[src/rtl/mmio_console.sv]
// mmio_console: memory-mapped console / halt responder on the CPU data port.
// CPU stores to TXDATA queue bytes into a small FIFO that drains over a
// valid/ready byte stream. STATUS, HALT and TXCOUNT let software poll the
// console and end a run with a code.
//
// Ports:
//   clk        system clock, rising edge
//   reset      asynchronous active-low reset
//   memwrite   CPU store strobe
//   dataadr    CPU data address (word accesses, [1:0] ignored)
//   writedata  CPU store data
//   readdata   combinational register read data (0 when hit=0)
//   hit        dataadr falls inside the 16-byte register window
//   tx_data    byte at FIFO head (0 when empty)
//   tx_valid   FIFO non-empty
//   tx_ready   sink accepts head byte on tx_valid&tx_ready
//   halt       sticky halt flag
//   halt_code  value latched by the first HALT write
module mmio_console #(
  parameter logic [31:0] ADDR_BASE = 32'hFFFF_FF00,
  parameter int          DEPTH     = 8,
  parameter int          CNT_W     = 4
) (
  input  logic        clk,
  input  logic        reset,
  input  logic        memwrite,
  input  logic [31:0] dataadr,
  input  logic [31:0] writedata,
  output logic [31:0] readdata,
  output logic        hit,
  output logic [7:0]  tx_data,
  output logic        tx_valid,
  input  logic        tx_ready,
  output logic        halt,
  output logic [31:0] halt_code
);

  localparam int PW = $clog2(DEPTH);

  localparam logic [1:0] OFF_TXDATA  = 2'd0;
  localparam logic [1:0] OFF_STATUS  = 2'd1;
  localparam logic [1:0] OFF_HALT    = 2'd2;
  localparam logic [1:0] OFF_TXCOUNT = 2'd3;

  logic [7:0]       mem [DEPTH];
  logic [PW-1:0]    rd_ptr, wr_ptr;
  logic [CNT_W-1:0] count;
  logic             ovf;
  logic [31:0]      txcount;

  logic [1:0] off;
  logic       we, push, pop, empty, full, push_ok;
  logic [7:0] cnt8;
  logic       unused_adr;

  // Byte-lane bits carry no meaning for word-only registers.
  assign unused_adr = ^dataadr[1:0];

  assign hit   = (dataadr[31:4] == ADDR_BASE[31:4]);
  assign off   = dataadr[3:2];
  assign we    = memwrite & hit;
  assign empty = (count == '0);
  assign full  = (count == CNT_W'(DEPTH));

  assign tx_valid = !empty;
  assign tx_data  = empty ? 8'h00 : mem[rd_ptr];

  assign push = we && (off == OFF_TXDATA);
  assign pop  = tx_valid & tx_ready;
  // A simultaneous pop frees the slot, so a push into a full FIFO still lands.
  assign push_ok = push && (!full || pop);

  assign cnt8 = 8'(count);

  // FIFO storage carries no reset; tx_data is masked while empty.
  always_ff @(posedge clk) begin
    if (push_ok) mem[wr_ptr] <= writedata[7:0];
  end

  always_ff @(posedge clk or negedge reset) begin
    if (!reset) begin
      rd_ptr    <= '0;
      wr_ptr    <= '0;
      count     <= '0;
      ovf       <= 1'b0;
      halt      <= 1'b0;
      halt_code <= '0;
      txcount   <= '0;
    end else begin
      if (push_ok) wr_ptr <= wr_ptr + 1'b1;
      if (pop) begin
        rd_ptr  <= rd_ptr + 1'b1;
        txcount <= txcount + 32'd1;
      end
      case ({push_ok, pop})
        2'b10:   count <= count + 1'b1;
        2'b01:   count <= count - 1'b1;
        default: count <= count;
      endcase
      // Overflow set takes priority over a software clear.
      if (push && full && !pop)
        ovf <= 1'b1;
      else if (we && (off == OFF_STATUS) && writedata[2])
        ovf <= 1'b0;
      if (we && (off == OFF_HALT) && !halt) begin
        halt      <= 1'b1;
        halt_code <= writedata;
      end
    end
  end

  always_comb begin
    readdata = '0;
    if (hit) begin
      case (off)
        OFF_TXDATA:  readdata = '0;
        OFF_STATUS:  readdata = {16'b0, cnt8, 5'b0, ovf, full, empty};
        OFF_HALT:    readdata = halt_code;
        OFF_TXCOUNT: readdata = txcount;
        default:     readdata = '0;
      endcase
    end
  end

endmodule
[config.mk]
export PLATFORM = sky130hd
export DESIGN_NAME = mmio_console
export DESIGN_NICKNAME = d
export VERILOG_FILES = /design/src/rtl/mmio_console.sv
export SDC_FILE = /design/constraint.sdc
export NUM_CORES = 1
export LEC_CHECK = 0
export ABC_AREA = 1
export CAP_MARGIN = 20
export CORE_UTILIZATION = 51
export DETAILED_ROUTE_END_ITERATION = 10
export PLACE_DENSITY = 0.8
export SLEW_MARGIN = 20
export SYNTH_ARGS = -nofsm -noshare
export SYNTH_HDL_FRONTEND = slang
export SYNTH_SLANG_ARGS = --single-unit
[constraint.sdc]
create_clock -name clk -period 2.95 [get_ports clk]
set_clock_uncertainty 0.1 [all_clocks]
set_input_delay 0.7375 -clock clk [delete_from_list [all_inputs] [get_ports clk]]
set_output_delay 0.7375 -clock clk [all_outputs]
set_load 0.02 [all_outputs]
# After elaboration in Yosys (flattened, before gate mapping)
# Memory sizes are Yosys's and may differ from the RTL's.
# Cells that the tools add are included.
[op_classes] addsub=5 n_eq_ne=7 muxes=8 bitwise_logic=2 n_reduce_logical=17
[op_table] op="$pmux 32 s4" n=1
[op_table] op="$add 32x1->32 const B" n=1
[op_table] op="$mux 32" n=1
[op_table] op="$eq 28x28->1 const B" n=1
[op_table] op="$logic_and 1x1->1" n=8
[op_table] op="$mux 8" n=1
[op_table] op="$pmux 4 s2" n=1
[op_table] op="$add 3x1->3 const B" n=2
[op_table] op="$eq 2x2->1 const B" n=3
[op_table] op="$add 4x1->4 const B" n=1
[op_table] op="$eq 2x1->1 const B" n=2
[op_table] op="$eq 4x4->1 const B" n=1
[op_table] op="$logic_not 1->1" n=4
[op_table] op="$logic_not 4->1" n=1
[op_table] op="$mux 1" n=4
[op_table] op="$reduce_bool 2->1" n=2
[op_table] op="$sub 4x1->4 const B" n=1
[op_table] op="$and 1x1->1" n=2
[op_table] op="$logic_not 2->1" n=1
[op_table] op="$logic_or 1x1->1" n=1
[totals] ff_bits=76 mem_bits_rw=64 input_bits=68 out_inout_bits=75 wordCells=47 n_memories=1
[memory_table] memory="mem" depth=8 width=8 rd=1 rd_clocked_by_memory_dff=0 wr=1 line="45" text="logic [7:0] mem [DEPTH];"

# Longest topological paths before layout
# Gate-level depths: netlist (run 1).
[logic_depth] ltp_word=7 mapped_depth=15 ltp_nobuf=15

# Least setup slack after synthesis (run 1)
# OpenSTA, ideal clock, no wires.
[synth_path] kind="in2out" from="input port dataadr[3]" to="output port readdata[21]" t_arrival_ns=1.945 required_ns=2.112 path_slack_ns=0.168 path_stages=7 path_buffers=3 path_cell_list="clkbuf_1 > nand2_1 > inv_1 > buf_2 > buf_2 > nand2_1 > a21oi_1"
[synth_between] elab_chain_len=3 elab_cells_between_ends=6 cone_classes="eq/ne (3); mux (2); reduce/logical (1)"
[synth_rtl] element="start, declared" line="27" text="input logic [31:0] dataadr,"
[synth_rtl] element="$eq 2x2->1, or another cell as far along" line="115" text="case (off)"
[synth_rtl] element="$pmux 32 s4 (*)" line="115"
[synth_rtl] element="$mux 32 (*)" line="114" text="if (hit) begin"
[synth_rtl] element="end, declared" line="29" text="output logic [31:0] readdata,"
# Mark *: on every way between the ends. The rest lies on a longest branch, timed or not.

# Worst setup path in the final report (run 1)
[layout_path] from="register rd_ptr[1]" to="output port tx_data[1]"
[layout_between] elab_chain_len=2
[layout_rtl] element="start, declared" line="46" text="logic [PW-1:0] rd_ptr, wr_ptr;"
[layout_rtl] element="start signal, assigned" line="92" text="rd_ptr <= rd_ptr + 1'b1;"
[layout_rtl] element="$mem_v2 8x8"
[layout_rtl] element="$mux 8" line="66" text="assign tx_data = empty ? 8'h00 : mem[rd_ptr];"
[layout_rtl] element="end, declared" line="31" text="output logic [7:0] tx_data,"
# No other way between the ends.

==> impl_metrics.py, run 1 <==
metrics = {
    "worst_setup_path": {
        "critPathMaxStageDelay_ns": 0.38,
        "crit_fanout": 17,
        "cp_slowest_cell": "dfrtp_1",
        "path_cells": "buf_4 -> o21ai_0 -> o22ai_1 -> o21ai_0 -> a31oi_1 -> dlygate4sd2_1",
        "cp-end-kind": "output port",
        "startpoint": "rd_ptr[1]",
        "path_buf_inv": 2,
        "cp.required_ns": 2.11,
        "critical_path_class": "reg2out",
        "rr_startpoint": "count[0]",
        "worst-path-stages": 6,
        "crit_path_start_kind": "register",
        "worst_path_dominant_cell_family": "compound AO/OA/AOI/OAI gates",
        "arrival_ns": 2.01,
        "ff2ff_path_depth": 11,
        "path_common_cell": "o21ai_0",
    },
    "die": {
        "placeableCoreArea_sq_um": 12600,
        "row_count": 41,
        "boundaryPins": 143,
        "die_area_sq_um": 13400,
        "die_h_um": 116,
        "start_util_pct": 52.4,
        "fp.dieW_um": 116,
    },
    "global_routing": {
        "grt_max_degree": 77,
        "grt_pass1_vias": 5531,
        "globalRouteOverflowTotal": 0,
        "grt_util_all_layers_pct": 27.3,
        "grt_first_pass_wirelength_um": 27500,
        "antenna_found_initial": 0,
    },
    "routing": {
        "drt_first_pass_iters": 6,
        "drt_iter0_drc": 350,
        "vias": 5502,
        "vias_per_cell": 5.39,
        "detail-route-antenna-nets": 0,
        "drc": 0,
        "route.final.wire_length_um": 17500,
        "wl_per_cell_um": 17.1,
    },
    "yosys": {
        "yosys_warnings": 0,
        "syn_area_sq_um": 6610,
        "synth-seq-cells": 140,
        "synthFlopType": "dfrtp_1",
        "synth.avg_cell_area_sq_um": 10.1,
        "synth_edf_count": 64,
        "synth.distinct_cells": 36,
        "syn_nets": 727,
        "ys_seq_area_share_pct": 57.8,
        "async_reset_ff_share_pct": 54.3,
        "postSynthCellCount": 655,
    },
    "power": {
        "peakVddDrop_uv": 397,
        "p_leak_uw": 0.00404,
        "power_density_nw_per_um2": 675,
        "power_uw": 6080,
    },
    "timing": {
        "worst_pin_slew_ns": 0.975,
        "max_freq_mhz": 351,
        "rsz0062_at_grt": "true",
        "min_period_ns": 2.85,
        "finalCritPeriodShare_pct": 96.6,
        "final.setup.tns_ns": 0,
        "setup_viol": 0,
        "relSlewSlack_pct": 35.0,
        "finalMaxSlewViolations": 0,
        "final-hold-violation-count": 0,
    },
    "clock_network": {
        "cts_buffers": 17,
        "clockBufferDepth": 2,
        "cts_tree": "built",
        "ctsRootBufferMaster": "clkbuf_16",
        "h-tree-depth": 4,
        "clk_pin_slew_ns": 0.06,
        "clock_sinks": 140,
        "hold_buffers": 0,
        "clock_latency_ns": 0.42,
    },
    "placement": {
        "post-dp-hpwl_um": 12100,
        "io_buffers": 140,
        "place.gp.congestion": 0.858,
    },
    "final_layout": {
        "layout.cells.most_common": "nand2_1",
        "n_antenna_cell": 0,
        "final_cell_mix": "134 x nand2_1, 76 x nor2_1, 76 x dfrtp_1",
        "nNetsFinal": 908,
        "area_growth_pct": 36.3,
        "fillCellCount": 936,
        "drive_above_1_share_pct": 18.5,
    },
    "status": {
        "status": "completed",
    },
    "flow_run": {
        "drv_cap": 0,
    },
    "worst_hold_path": {
        "hp-class": "in2async",
    },
}
timing repair:
action,4_1_cts,5_1_grt
endpoints found under the setup margin,41,40
setup buffers,2,1
pin swaps,24,10
resized for setup,184,29
gates cloned,0,1
Yosys cell counts, types with 9 or more instances:
library cell / count / area [sq um]
nand2_1: 134 / 503
nor2_1: 77 / 289
dfrtp_1: 76 / 1900
edfxtp_1: 64 / 1920
o21ai_0: 45 / 225
inv_1: 39 / 146
mux2_1: 29 / 327
a21oi_1: 25 / 125
xor2_1: 25 / 219
nand3_1: 16 / 80.1
clkbuf_1: 15 / 56.3
nor3_1: 13 / 65.1
a31oi_1: 12 / 75.1
xnor2_1: 12 / 105
inv_2: 9 / 33.8
stage by stage:
| stage | hold WS [ns] | utilization [%] | setup WS, ns | cells | area (sq um) |
|---|---|---|---|---|---|
| finish | 0.372 | 71.4 | 0.101 | 1021 | 9010 |
| global route | 0.402 | 71.4 | -0.0231 | 1021 | 9010 |
| CTS | 0.369 | 71.1 | -0.0110 | 1019 | 8970 |
| detailed placement | 0.362 | 67.4 | -0.669 | 985 | 8500 |
| global placement | 0.357 | 67.4 | -0.633 | 985 | 8500 |
| floorplan | 0.342 | - | 0.168 | 655 | 6610 |
registers in the layout, summed over array words and instances, names as in the netlist:
name	cells
count	4
halt	1
halt_code	32
mem	64
ovf	1
rd_ptr	3
txcount	32
wr_ptr	3
layout make-up:
| cell class | count | area (sq um) | area share (%) |
|---|---|---|---|
| Sequential cell | 140 | 3820 | 42.4 |
| Multi-Input combinational cell | 443 | 2540 | 28.1 |
| Timing Repair Buffer | 185 | 1640 | 18.2 |
| Clock buffer | 20 | 437 | 4.85 |
| Tap cell | 172 | 215 | 2.39 |
| Inverter | 49 | 184 | 2.04 |
| Clock inverter | 12 | 173 | 1.92 |
power by group:
part,switching (uW),internal (uW)
sequential,112,2130
clock,802,1410
combinational,1020,600
total,1930,4140
cell families after synthesis:
| kind of cell | share of synthesized area [%] |
|---|---|
| simple gates | 19.0 |
| flops | 57.8 |
| compound gates | 7.86 |
| buf+inv | 4.20 |
| xor+xnor | 4.90 |
| mux | 5.45 |
| fa+ha+maj | 0.757 |
worst reg2reg max path, stage by stage (launching register included):
cell and delay, ns:
dfrtp_1 0.47, nor2_1 0.08, nand3_2 0.24, nand2_4 0.19
inv_2 0.21, nand2_2 0.11, inv_2 0.09, nand4_4 0.10
nor3_4 0.22, nand2_2 0.13, nor3_2 0.15, xor2_1 0.17
routing by layer:
| layer | share of wire [%] | GRT usage [%] | wire, um | vias up |
|---|---|---|---|---|
| met1 | 41 | 34.3 | 7170 | 2666 |
| met2 | 51 | 46.1 | 8930 | 201 |
| met3 | 5.0 | 7.06 | 880 | 47 |
| met4 | 3.0 | 9.57 | 521 | 0 |
| li1 | - | - | - | 2588 |
| met5 | 0 | 0 | 0 | - |
worst paths after layout:
path / slack, ns / end
setup / recovery: 0.10 / tx_data[1]
hold / removal: 0.37 / halt_code[17]
setup reg to reg: 0.63 / txcount[30]
hold reg to reg: 0.37 / txcount[31]
max in group asynchronous: 1.75 / halt_code[4]
min in group clk: 0.37 / txcount[31]
Note: power is estimated with default switching activity, not from simulation.
==> inputs of run 2 (changes only) <==
- CAP_MARGIN: 20 -> 10
==> results of run 2 <==
No change in the layout: final DEF, timing and power equal those of run 1.
